==> src/rtl/fineps_pkg.sv <==
`default_nettype none
// +--------------------------------------------------------------------+
// | fineps_pkg: shared types, default constants and saturating clamp    |
// | Revision: 1.0                                                       |
// +--------------------------------------------------------------------+
package fineps_pkg;

  typedef enum logic [2:0] {
    ST_IDLE     = 3'd0,
    ST_PULSE    = 3'd1,
    ST_GUARD    = 3'd2,
    ST_WAIT_RDY = 3'd3,
    ST_DONE     = 3'd4,
    ST_ERROR    = 3'd5
  } state_e;

  localparam int c_DEF_POS_LIMIT      = 1120;
  localparam int c_DEF_GUARD_CYCLES   = 4;
  localparam int c_DEF_TIMEOUT_CYCLES = 1024;

  typedef struct packed {
    logic signed [31:0] value;
    logic               clamped;
  } clamp_t;

  function automatic clamp_t sat_clamp(input logic signed [31:0] value,
                                       input logic signed [31:0] limit);
    clamp_t res;
    res.value   = value;
    res.clamped = 1'b0;
    if (value > limit) begin
      res.value   = limit;
      res.clamped = 1'b1;
    end else if (value < -limit) begin
      res.value   = -limit;
      res.clamped = 1'b1;
    end
    return res;
  endfunction

endpackage
`default_nettype wire

==> src/rtl/fineps_sequencer.sv <==
`default_nettype none
// +--------------------------------------------------------------------+
// | fineps_sequencer: walks the fine phase-shift position to a target,  |
// | one dready-paced incr/decr pulse at a time.  Revision: 1.0          |
// +--------------------------------------------------------------------+
module fineps_sequencer
  import fineps_pkg::*;
#(
  parameter int INT_POS_WIDTH      = 16,
  parameter int INT_POS_LIMIT      = c_DEF_POS_LIMIT,
  parameter int INT_GUARD_CYCLES   = c_DEF_GUARD_CYCLES,
  parameter int INT_TIMEOUT_CYCLES = c_DEF_TIMEOUT_CYCLES
) (
  input  logic                     in_clk,
  input  logic                     in_rst_n,
  input  logic                     in_cmd_valid,
  output logic                     out_cmd_ready,
  input  logic                     in_cmd_rel,
  input  logic [INT_POS_WIDTH-1:0] in_cmd_value,
  input  logic                     in_fineps_dready,
  output logic                     out_fineps_incr,
  output logic                     out_fineps_decr,
  output logic                     out_fineps_valid,
  output logic [INT_POS_WIDTH-1:0] out_position,
  output logic                     out_busy,
  output logic                     out_done,
  output logic                     out_clamped,
  output logic                     out_error
);

  localparam int CNT_W = $clog2(INT_TIMEOUT_CYCLES + 1);

  state_e                          state_q;
  logic signed [INT_POS_WIDTH-1:0] pos_q;
  logic signed [INT_POS_WIDTH-1:0] target_q;
  logic [CNT_W-1:0]                cnt_q;
  logic                            incr_q;
  logic                            decr_q;
  logic                            valid_q;
  logic                            done_q;
  logic                            clamped_q;
  logic                            error_q;

  logic [INT_POS_WIDTH:0]          sum_d;
  logic signed [31:0]              sum32_d;
  logic signed [31:0]              pos32_d;
  clamp_t                          clamp_d;

  // One extra bit keeps a relative overflow visible so it clamps instead of wrapping.
  always_comb begin
    sum_d = {in_cmd_value[INT_POS_WIDTH-1], in_cmd_value};
    if (in_cmd_rel) begin
      sum_d = sum_d + {pos_q[INT_POS_WIDTH-1], pos_q};
    end
  end

  assign sum32_d = {{(31 - INT_POS_WIDTH){sum_d[INT_POS_WIDTH]}}, sum_d};
  assign pos32_d = {{(32 - INT_POS_WIDTH){pos_q[INT_POS_WIDTH-1]}}, pos_q};
  assign clamp_d = sat_clamp(sum32_d, 32'(INT_POS_LIMIT));

  always_ff @(posedge in_clk or negedge in_rst_n) begin
    if (!in_rst_n) begin
      state_q   <= ST_IDLE;
      pos_q     <= '0;
      target_q  <= '0;
      cnt_q     <= '0;
      incr_q    <= 1'b0;
      decr_q    <= 1'b0;
      valid_q   <= 1'b0;
      done_q    <= 1'b0;
      clamped_q <= 1'b0;
      error_q   <= 1'b0;
    end else begin
      valid_q <= 1'b1;
      incr_q  <= 1'b0;
      decr_q  <= 1'b0;
      done_q  <= 1'b0;
      case (state_q)
        ST_IDLE: begin
          if (in_cmd_valid) begin
            target_q  <= clamp_d.value[INT_POS_WIDTH-1:0];
            clamped_q <= clamp_d.clamped;
            if ($signed(clamp_d.value) == pos32_d) begin
              state_q <= ST_DONE;
            end else if (in_fineps_dready) begin
              state_q <= ST_PULSE;
              if ($signed(clamp_d.value) > pos32_d) begin
                incr_q <= 1'b1;
                pos_q  <= pos_q + INT_POS_WIDTH'(1);
              end else begin
                decr_q <= 1'b1;
                pos_q  <= pos_q - INT_POS_WIDTH'(1);
              end
            end else begin
              state_q <= ST_WAIT_RDY;
              cnt_q   <= '0;
            end
          end
        end
        ST_PULSE: begin
          state_q <= ST_GUARD;
          cnt_q   <= '0;
        end
        ST_GUARD: begin
          if (cnt_q == CNT_W'(INT_GUARD_CYCLES - 1)) begin
            state_q <= ST_WAIT_RDY;
            cnt_q   <= '0;
          end else begin
            cnt_q <= cnt_q + CNT_W'(1);
          end
        end
        ST_WAIT_RDY: begin
          if (in_fineps_dready) begin
            if (pos_q == target_q) begin
              state_q <= ST_DONE;
            end else begin
              state_q <= ST_PULSE;
              if (target_q > pos_q) begin
                incr_q <= 1'b1;
                pos_q  <= pos_q + INT_POS_WIDTH'(1);
              end else begin
                decr_q <= 1'b1;
                pos_q  <= pos_q - INT_POS_WIDTH'(1);
              end
            end
          end else if (cnt_q == CNT_W'(INT_TIMEOUT_CYCLES - 1)) begin
            state_q <= ST_ERROR;
            error_q <= 1'b1;
          end else begin
            cnt_q <= cnt_q + CNT_W'(1);
          end
        end
        ST_DONE: begin
          done_q  <= 1'b1;
          state_q <= ST_IDLE;
        end
        ST_ERROR: begin
          state_q <= ST_ERROR;
        end
        default: begin
          state_q <= ST_IDLE;
        end
      endcase
    end
  end

  assign out_cmd_ready    = (state_q == ST_IDLE);
  assign out_busy         = (state_q != ST_IDLE);
  assign out_fineps_incr  = incr_q;
  assign out_fineps_decr  = decr_q;
  assign out_fineps_valid = valid_q;
  assign out_position     = pos_q;
  assign out_done         = done_q;
  assign out_clamped      = clamped_q;
  assign out_error        = error_q;

endmodule
`default_nettype wire

==> config.mk <==
export PLATFORM = sky130hd
export DESIGN_NAME = fineps_sequencer
export DESIGN_NICKNAME = d
export VERILOG_FILES = /design/src/rtl/fineps_pkg.sv /design/src/rtl/fineps_sequencer.sv
export SDC_FILE = /design/constraint.sdc
export NUM_CORES = 1
export LEC_CHECK = 0
export CAP_MARGIN = 20
export CORE_ASPECT_RATIO = 1.4
export CORE_MARGIN = 10
export CORE_UTILIZATION = 50
export DETAILED_ROUTE_END_ITERATION = 8
export PLACE_DENSITY = 0.71
export SLEW_MARGIN = 20
export SYNTH_ARGS = -nofsm -noshare
export SYNTH_HDL_FRONTEND = slang
export SYNTH_SLANG_ARGS = --single-unit
==> constraint.sdc <==
create_clock -name in_clk -period 6.62 [get_ports in_clk]
set_clock_uncertainty 0.2 [all_clocks]
set_input_delay 1.986 -clock in_clk [delete_from_list [all_inputs] [get_ports in_clk]]
set_output_delay 1.986 -clock in_clk [all_outputs]
set_load 0.01 [all_outputs]
# Yosys cells after proc, flatten, opt, wreduce, memory -nomap -nowiden
# Index checks and enable logic that the tools add are counted.
# op_classes
n_lt_le_gt_ge	4
n_mux	43
add_sub_neg	4
n_eq_ne	19
reduce_logical	9
bitwise	1
# op_table
cell	n
16-bit 2-to-1 mux	7
11-bit 2-to-1 mux	6
33-bit 2-to-1 mux	2
11-bit case mux with 4 select lines	1
32-bit by 16-bit equality test with 1-bit output	1
32-bit by 16-bit > comparator with 1-bit output	1
16-bit case mux with 2 select lines	1
3-bit 2-to-1 mux	6
16-bit by 16-bit adder with 17-bit output	1
17-bit by 12-bit > comparator with 1-bit output (second input constant)	1
17-bit by 12-bit < comparator with 1-bit output (second input constant)	1
17-bit 2-to-1 mux	1
16-bit by 2-bit adder with 16-bit output (second input constant)	1
16-bit equality test	1
16-bit > comparator	1
2-bit != test (second input constant)	8
16-bit by 2-bit subtractor with 16-bit output (second input constant)	1
1-bit 2-to-1 mux	15
3-bit case mux with 5 select lines	1
6-bit AND reduction	2
11-bit by 1-bit adder with 11-bit output (second input constant)	1
11-bit by 10-bit equality test with 1-bit output (second input constant)	1
11-bit by 2-bit equality test with 1-bit output (second input constant)	1
3-bit by 2-bit equality test with 1-bit output (second input constant)	2
13 further kinds	16
# word_totals
reg_bits	52
output_inout_bits	24
inputBits	21

# Depth between registers and ports, before layout
# Gate-level depths: netlist of run 1.
# logic_depth
depth_word	11
mapped_depth	23
ltp_nobuf	21

# Worst setup path before layout of run 1
# OpenSTA, ideal clock, no wires.
# synth_path
kind	in2reg
start	in in_cmd_value[0]
end	reg pos_q[13] (netlist: out_position[13])
t_arrival_ps	6419
slack_ps	-127
stages	20
setup_ps	128
n_path_buf	0
path_cell_list	ha_1 > inv_1 > fa_1 > nor2b_4 > o31ai_4 > nor2_1 > or4_1 > and3b_1 > a41o_1 > a21oi_2 > o21ai_0 > ha_1 > nand4_1 > nor3_1 > o21ai_0 > a2111oi_1 > o21ai_0 > a2111oi_0 > a21oi_1 > xnor2_1
# synth_rtl
item	line_no	text
from (decl)	fineps_sequencer.sv:19	input logic [INT_POS_WIDTH-1:0] in_cmd_value,
to (signal assigned)	fineps_sequencer.sv:89	pos_q <= pos_q + INT_POS_WIDTH'(1);
to (signal assigned)	fineps_sequencer.sv:92	pos_q <= pos_q - INT_POS_WIDTH'(1);
to (signal assigned)	fineps_sequencer.sv:120	pos_q <= pos_q + INT_POS_WIDTH'(1);
to (decl)	fineps_sequencer.sv:34	logic signed [INT_POS_WIDTH-1:0] pos_q;

==> flow_metrics.py, run 1 <==
metrics = {
    "synth": {
        "yosysWarnings": 0,
        "synth_seq_cells": 52,
        "yosys-top-cells-area": "dfrtp_1, ha_1, nor2_1, xnor2_1, a21oi_1",
        "synth_cells": 620,
        "postSynthAreaPerCell_um2": 8.22,
        "yosysTopAreaCellShare_pct": 25.5,
        "synth_top_cell_by_area": "dfrtp_1",
        "syn_nets": 694,
        "syn_area_um2": 5100,
        "yosysUniqueCellTypes": 80,
        "seq_area_frac_synth_pct": 25.5,
        "synth_ff_type": "dfrtp_1",
        "synth_edf_count": 0,
        "asyncSetResetFlopFracSynth_pct": 100,
    },
    "power": {
        "peakVddDrop_mv": 0.268,
        "p_leak_nw": 3.18,
        "power_frac_seq_pct": 20.5,
        "power_density_nw_per_um2": 363,
        "power.internal_mw": 1.42,
        "swShare_pct": 46.2,
        "pwr-share-clk_pct": 10.1,
        "total_power_mw": 2.64,
        "p_comb_share_pct": 69.4,
        "switchingPower_mw": 1.22,
    },
    "worst_setup_path": {
        "reg2reg_to": "out_position[6]$_DFFE_PN0P_",
        "worst-path-max-fanout": 9,
        "r2r-start": "out_position[1]$_DFFE_PN0P_",
        "crit_path_start": "in_cmd_value[6]",
        "reg2reg_slack_ns": 1.21,
        "worstPathRequired_ns": 6.64,
        "startpoint_type": "primary input",
        "crit_path_frequent_cell": "o21ai_2",
        "cp_num_buf_inv": 3,
        "rr_worst_depth": 19,
        "slowest_stage": "or4_4",
        "endpoint_kind": "register",
        "cp_data_arrival_time_ns": 6.60,
        "crit_family": "compound AO/OA/AOI/OAI gates",
        "worstSetupPathType": "primary input to register",
        "critPathMaxStageDelay_ns": 0.50,
        "cp_cell_sequence": "dlygate4sd2_1 -> ha_4 -> buf_4 -> a21o_1 -> a31oi_1 -> o21ai_2 -> o2111ai_2 -> mux2i_4 -> o2111ai_2 -> o21ai_2 -> buf_4 -> o21ai_0 -> ha_1 -> nand4_1 -> nor2_1 -> a221oi_2 -> o21ai_2 -> o21a_4 -> or4_4 -> mux2i_1 -> xnor2_1",
    },
    "placement": {
        "post-dp-hpwl_um": 13500,
        "place_congestion": 1.03,
        "port_buffers": 44,
        "dp_slack_ns": -0.673,
    },
    "clocking": {
        "cts_buffer_depth": 2,
        "clock_latency_ns": 0.30,
        "cts_tree": "done",
        "clk_pin_slew_ns": 0.07,
        "cts_hold_buffers": 0,
        "root_buffer": "clkbuf_16",
        "cts_sinks": 52,
        "htree_levels": 2,
        "cts-buffers-inserted": 5,
    },
    "routing": {
        "drt_wl_total_um": 18200,
        "viasPerCell": 6.22,
        "antenna_left": 0,
        "vias": 5736,
        "drt_pass1_iterations": 6,
        "drt_drc_violations_left": 0,
        "drtIter0Drc": 426,
        "wl_per_cell_um": 19.8,
    },
    "final_layout": {
        "fill_cells": 742,
        "diodes": 0,
        "nets": 860,
        "layout-drive-gt1-share_pct": 30.1,
        "syn2layout_area_growth_pct": 42.7,
    },
    "job": {
        "maxCapViolCount": 0,
    },
    "run_status": {
        "outcome": "completed",
    },
    "global_routing": {
        "grt_use_total_pct": 23.0,
        "globalRouteOverflowTotal": 0,
        "grt_max_degree": 53,
        "grt_antenna_before_repair": 0,
        "grt_pass1_wl_um": 28100,
        "grt_pass1_vias": 5924,
    },
    "floorplan": {
        "row_count": 43,
        "boundaryPins": 45,
        "die_w_um": 105,
        "initial_utilization_pct": 51.2,
        "die_y_um": 139,
        "core_um2": 9950,
        "fp.dieArea_um2": 14700,
    },
    "timing": {
        "tns_ns": 0,
        "worst_pin_slew_ns": 0.868,
        "maxSlewHeadroom_pct": 41.8,
        "drv_slew": 0,
        "setup_ws_ns": 0.0400,
        "hold_violations": 0,
        "fin_crit_sh_pct": 99.4,
        "fin_crit_ns": 6.58,
        "hold_slack_ns": 0.258,
        "setup_viol": 0,
        "max_freq_mhz": 152,
    },
    "hold_path": {
        "hp-class": "register to register",
        "min_from": "out_error$_DFFE_PN0P_",
        "hold_depth": 1,
        "holdPathEnd": "out_error$_DFFE_PN0P_",
    },
}
## per-layer routing
layer / routed length (um) / vias up / share of wire [%] / track usage [%]
met1: 6450 / 2744 / 35 / 22.6
met3: 917 / 81 / 5.0 / 2.73
met4: 1070 / 0 / 5.9 / 15.4
met2: 9810 / 256 / 54 / 43.5
li1: - / 2655 / - / -
met5: 0 / - / 0 / 0
## kinds of logic after synthesis
family                     count (synthesis)  share of synthesized area (%)
DFF                                       52                           25.5
buffers and inverters                     62                           5.01
and+or+nand+nor                          244                           24.8
xor gates and xnor gates                  25                           4.30
muxes                                      7                           1.45
other                                      1                         0.0736
AOI/OAI and AO/OA                        176                           25.7
adders and majority gates                 53                           13.2
## power by group through the flow
| stage | registers (mW) | logic [mW] | clock network (mW) |
|---|---|---|---|
| after floorplan | 0.497 | 0.896 | 0 |
| after global placement | 0.525 | 1.52 | 0 |
| after detailed placement | 0.527 | 1.56 | 0 |
| after CTS | 0.533 | 1.70 | 0.270 |
| after global routing | 0.554 | 1.98 | 0.281 |
| final | 0.541 | 1.83 | 0.268 |
## cell type report
type | count | area (um^2) | area share [%]
timing repair buffer | 180 | 1440 | 19.8
tap | 135 | 169 | 2.32
multi-input combinational | 506 | 4060 | 55.8
clock inverter | 2 | 10.0 | 0.138
clock buffer | 6 | 139 | 1.91
sequential | 52 | 1300 | 17.9
inverter | 41 | 154 | 2.12
## sequential cells by signal, summed over array words and instances, names as in the netlist
register          count
out_fineps_decr       1
cnt_q                11
state_q               3
target_q             16
out_position         16
out_done              1
out_fineps_valid      1
out_error             1
out_fineps_incr       1
out_clamped           1
## cells in the mapped netlist (all sizes together), types with 6 or more instances
cell type  count
nand2         40
dfrtp         52
and2           7
xnor2         20
o211ai         6
o311ai         9
o31ai          7
a21oi         37
nor2          56
o21ai         33
a211oi         7
nand3         27
inv           41
or3            7
buf            9
ha            52
nand3b         9
a21o          14
a31oi          6
nor3          33
clkbuf        12
and3          11
a2111oi        8
o21a           8
nor2b         13
nand4         22
## worst max path at each step
stage | end | slack (ns) | cells past startpoint
after global placement | out_position[4]$_DFFE_PN0P_ | -0.50 | 24
final | out_position[6]$_DFFE_PN0P_ | 0.04 | 21
after global routing | out_position[3]$_DFFE_PN0P_ | -0.12 | 22
after floorplan | out_position[13]$_DFFE_PN0P_ | 0.04 | 20
after detailed placement | out_position[7]$_DFFE_PN0P_ | -0.67 | 22
after CTS | out_position[7]$_DFFE_PN0P_ | 0.002 | 23
## timing repair
item                                    CTS  global route
gates resized for setup                  59            50
buffers inserted                         13             4
endpoints found under the setup margin   15            25
pin swaps                                26            34
## layout by cell type (no fill, tap or decap), types with 6 or more instances in the layout
cell,instances
buf_4,135
dfrtp_1,52
nor2_1,51
inv_1,40
nand2_1,40
ha_1,36
a21oi_1,30
clkdlybuf4s50_1,28
nor3_1,27
nand3_1,26
o21ai_0,24
nand4_1,22
xnor2_1,20
ha_4,15
a21o_1,13
nor2b_1,12
and3_1,10
nand3b_1,9
o21a_1,7
dlygate4sd2_1,7
or3_1,6
## stage by stage
step,area (um^2),utilization (%),cells
after floorplan,5100,-,620
after global placement,6510,65.4,899
after detailed placement,6510,65.4,899
after CTS,7000,70.3,918
after global routing,7280,73.1,922
final,7280,73.1,922
No activity file was read; power rests on OpenSTA's default activity.
==> inputs of run 2 (changes only) <==
Settings changed: CTS_CLUSTER_SIZE set to 20.
==> results of run 2 <==
No change in the layout: final DEF, timing and power equal those of run 1.
==> inputs of run 3 (changes only) <==
Settings changed: PLACE_DENSITY 0.71 to 0.67.
==> flow_metrics.py, run 3 (synthesis results as in run 1) <==
metrics = {
    "run_status": {
        "outcome": "completed",
    },
    "clocking": {
        "htree_levels": 2,
        "cts_tree": "done",
        "cts_hold_buffers": 0,
        "root_buffer": "clkbuf_16",
        "cts_sinks": 52,
        "cts-buffers-inserted": 5,
        "clk_pin_slew_ns": 0.07,
        "clock_latency_ns": 0.30,
        "cts_buffer_depth": 2,
    },
    "timing": {
        "setup_ws_ns": 0.0614,
        "worst_pin_slew_ns": 0.965,
        "maxSlewHeadroom_pct": 35.3,
        "hold_slack_ns": 0.266,
        "max_freq_mhz": 152,
        "drv_slew": 0,
        "fin_crit_sh_pct": 99.1,
        "setup_viol": 0,
        "hold_violations": 0,
        "fin_crit_ns": 6.56,
        "rsz0062_at_grt": "yes",
    },
    "global_routing": {
        "grt_use_total_pct": 23.7,
        "grt_max_degree": 53,
        "grt_pass1_vias": 5944,
        "grt_antenna_before_repair": 0,
        "globalRouteOverflowTotal": 0,
        "grt_pass1_wl_um": 28800,
    },
    "hold_path": {
        "hp-class": "register to register",
    },
    "power": {
        "power_density_nw_per_um2": 360,
        "total_power_mw": 2.70,
        "peakVddDrop_mv": 0.338,
        "p_leak_nw": 3.27,
    },
    "final_layout": {
        "nets": 874,
        "final_util_pct": 75.2,
        "final_common_cell": "buf_4",
        "layout-drive-gt1-share_pct": 32.6,
        "diodes": 0,
        "fin_cells": 936,
        "syn2layout_area_growth_pct": 46.8,
        "layout_common_cells": "buf_4, dfrtp_1, nor2_1",
    },
    "floorplan": {
        "row_count": 43,
        "die_y_um": 139,
        "die_w_um": 105,
        "fp.dieArea_um2": 14700,
        "boundaryPins": 45,
        "initial_utilization_pct": 51.2,
        "core_um2": 9950,
    },
    "routing": {
        "drt_pass1_iterations": 4,
        "viasPerCell": 6.05,
        "drt_wl_total_um": 18100,
        "drtIter0Drc": 435,
        "drt_drc_violations_left": 0,
        "antenna_left": 0,
        "vias": 5667,
        "wl_per_cell_um": 19.3,
    },
    "placement": {
        "dp_cells": 902,
        "place_congestion": 0.938,
        "dp_slack_ns": -0.820,
        "port_buffers": 44,
        "post-dp-hpwl_um": 13800,
    },
    "worst_setup_path": {
        "cp_data_arrival_time_ns": 6.57,
        "crit_path_frequent_cell": "nand4_1",
        "cp_cell_sequence": "dlygate4sd2_1 -> ha_4 -> and4_4 -> nand3_4 -> a2111oi_4 -> a211oi_4 -> o41ai_4 -> o2111ai_2 -> o21ai_2 -> o21ai_1 -> ha_1 -> nand4_1 -> nor3_2 -> buf_4 -> buf_6 -> a21oi_4 -> o21a_1 -> nand4_1 -> or4_4 -> o22ai_2 -> xnor2_1",
        "worstSetupPathType": "primary input to register",
        "startpoint_type": "primary input",
        "worst-path-max-fanout": 5,
        "slowest_stage": "or4_4",
        "endpoint_kind": "register",
        "worstPathRequired_ns": 6.63,
        "critPathMaxStageDelay_ns": 0.58,
    },
    "job": {
        "maxCapViolCount": 0,
    },
}
-- run 3: path summary, 6_finish.rpt --
path                                                  start                           to  slack [ns]  depth (start not counted)
max in group asynchronous                          in_rst_n      target_q[9]$_DFFE_PN0P_        4.15                          2
min in group asynchronous                          in_rst_n   out_fineps_valid$_DFF_PN0_        1.61                          2
worst max-delay path                        in_cmd_value[8]  out_position[8]$_DFFE_PN0P_        0.06                         21
worst min-delay path                  out_error$_DFFE_PN0P_        out_error$_DFFE_PN0P_        0.27                          1
worst min register to register        out_error$_DFFE_PN0P_        out_error$_DFFE_PN0P_        0.27                          1
worst max register to register  out_position[1]$_DFFE_PN0P_  out_position[8]$_DFFE_PN0P_        1.15                         22
-- run 3: power breakdown --
group / internal [mW] / total [mW] / switching, mW
sequential: 0.409 / 0.545 / 0.136
clock: 0.152 / 0.276 / 0.124
combinational: 0.897 / 1.88 / 0.978
-- run 3: cell type report --
cell class,count,area (um^2)
inverter,41,154
clock buffer,6,139
clock inverter,2,13.8
multi-input combinational,506,4110
timing repair buffer,194,1590
tap,135,169
fill,747,2470
sequential,52,1300
-- run 3: through the flow --
stage | cell area [um^2] | setup TNS (ns)
global route | 7480 | -0.639
CTS | 7150 | 0
detailed placement | 6550 | -15.10
floorplan | 5100 | 0
global placement | 6550 | -12.81
finish | 7480 | 0
-- run 3: per-layer routing --
metal,up-vias,track usage (%),share of wire (%)
met5,-,0,0
met4,0,10.4,3.2
met3,40,3.65,3.6
met2,150,45.7,55
met1,2792,24.1,38
li1,2685,-,-
-- run 3: what timing repair did --
item,4_1_cts,5_1_grt
setup endpoints to repair,27,27
resized for setup,81,64
pin swaps,43,57
setup buffers,15,13
-- run 3: critical path: cells and delay by family --
kind | cells | cell delay (ns)
AO/OA/AOI/OAI | 9 | 1.94
adder cells (fa/ha/maj) | 2 | 0.63
buffers and inverters | 3 | 0.55
XOR/XNOR | 1 | 0.17
AND/OR/NAND/NOR | 6 | 1.29
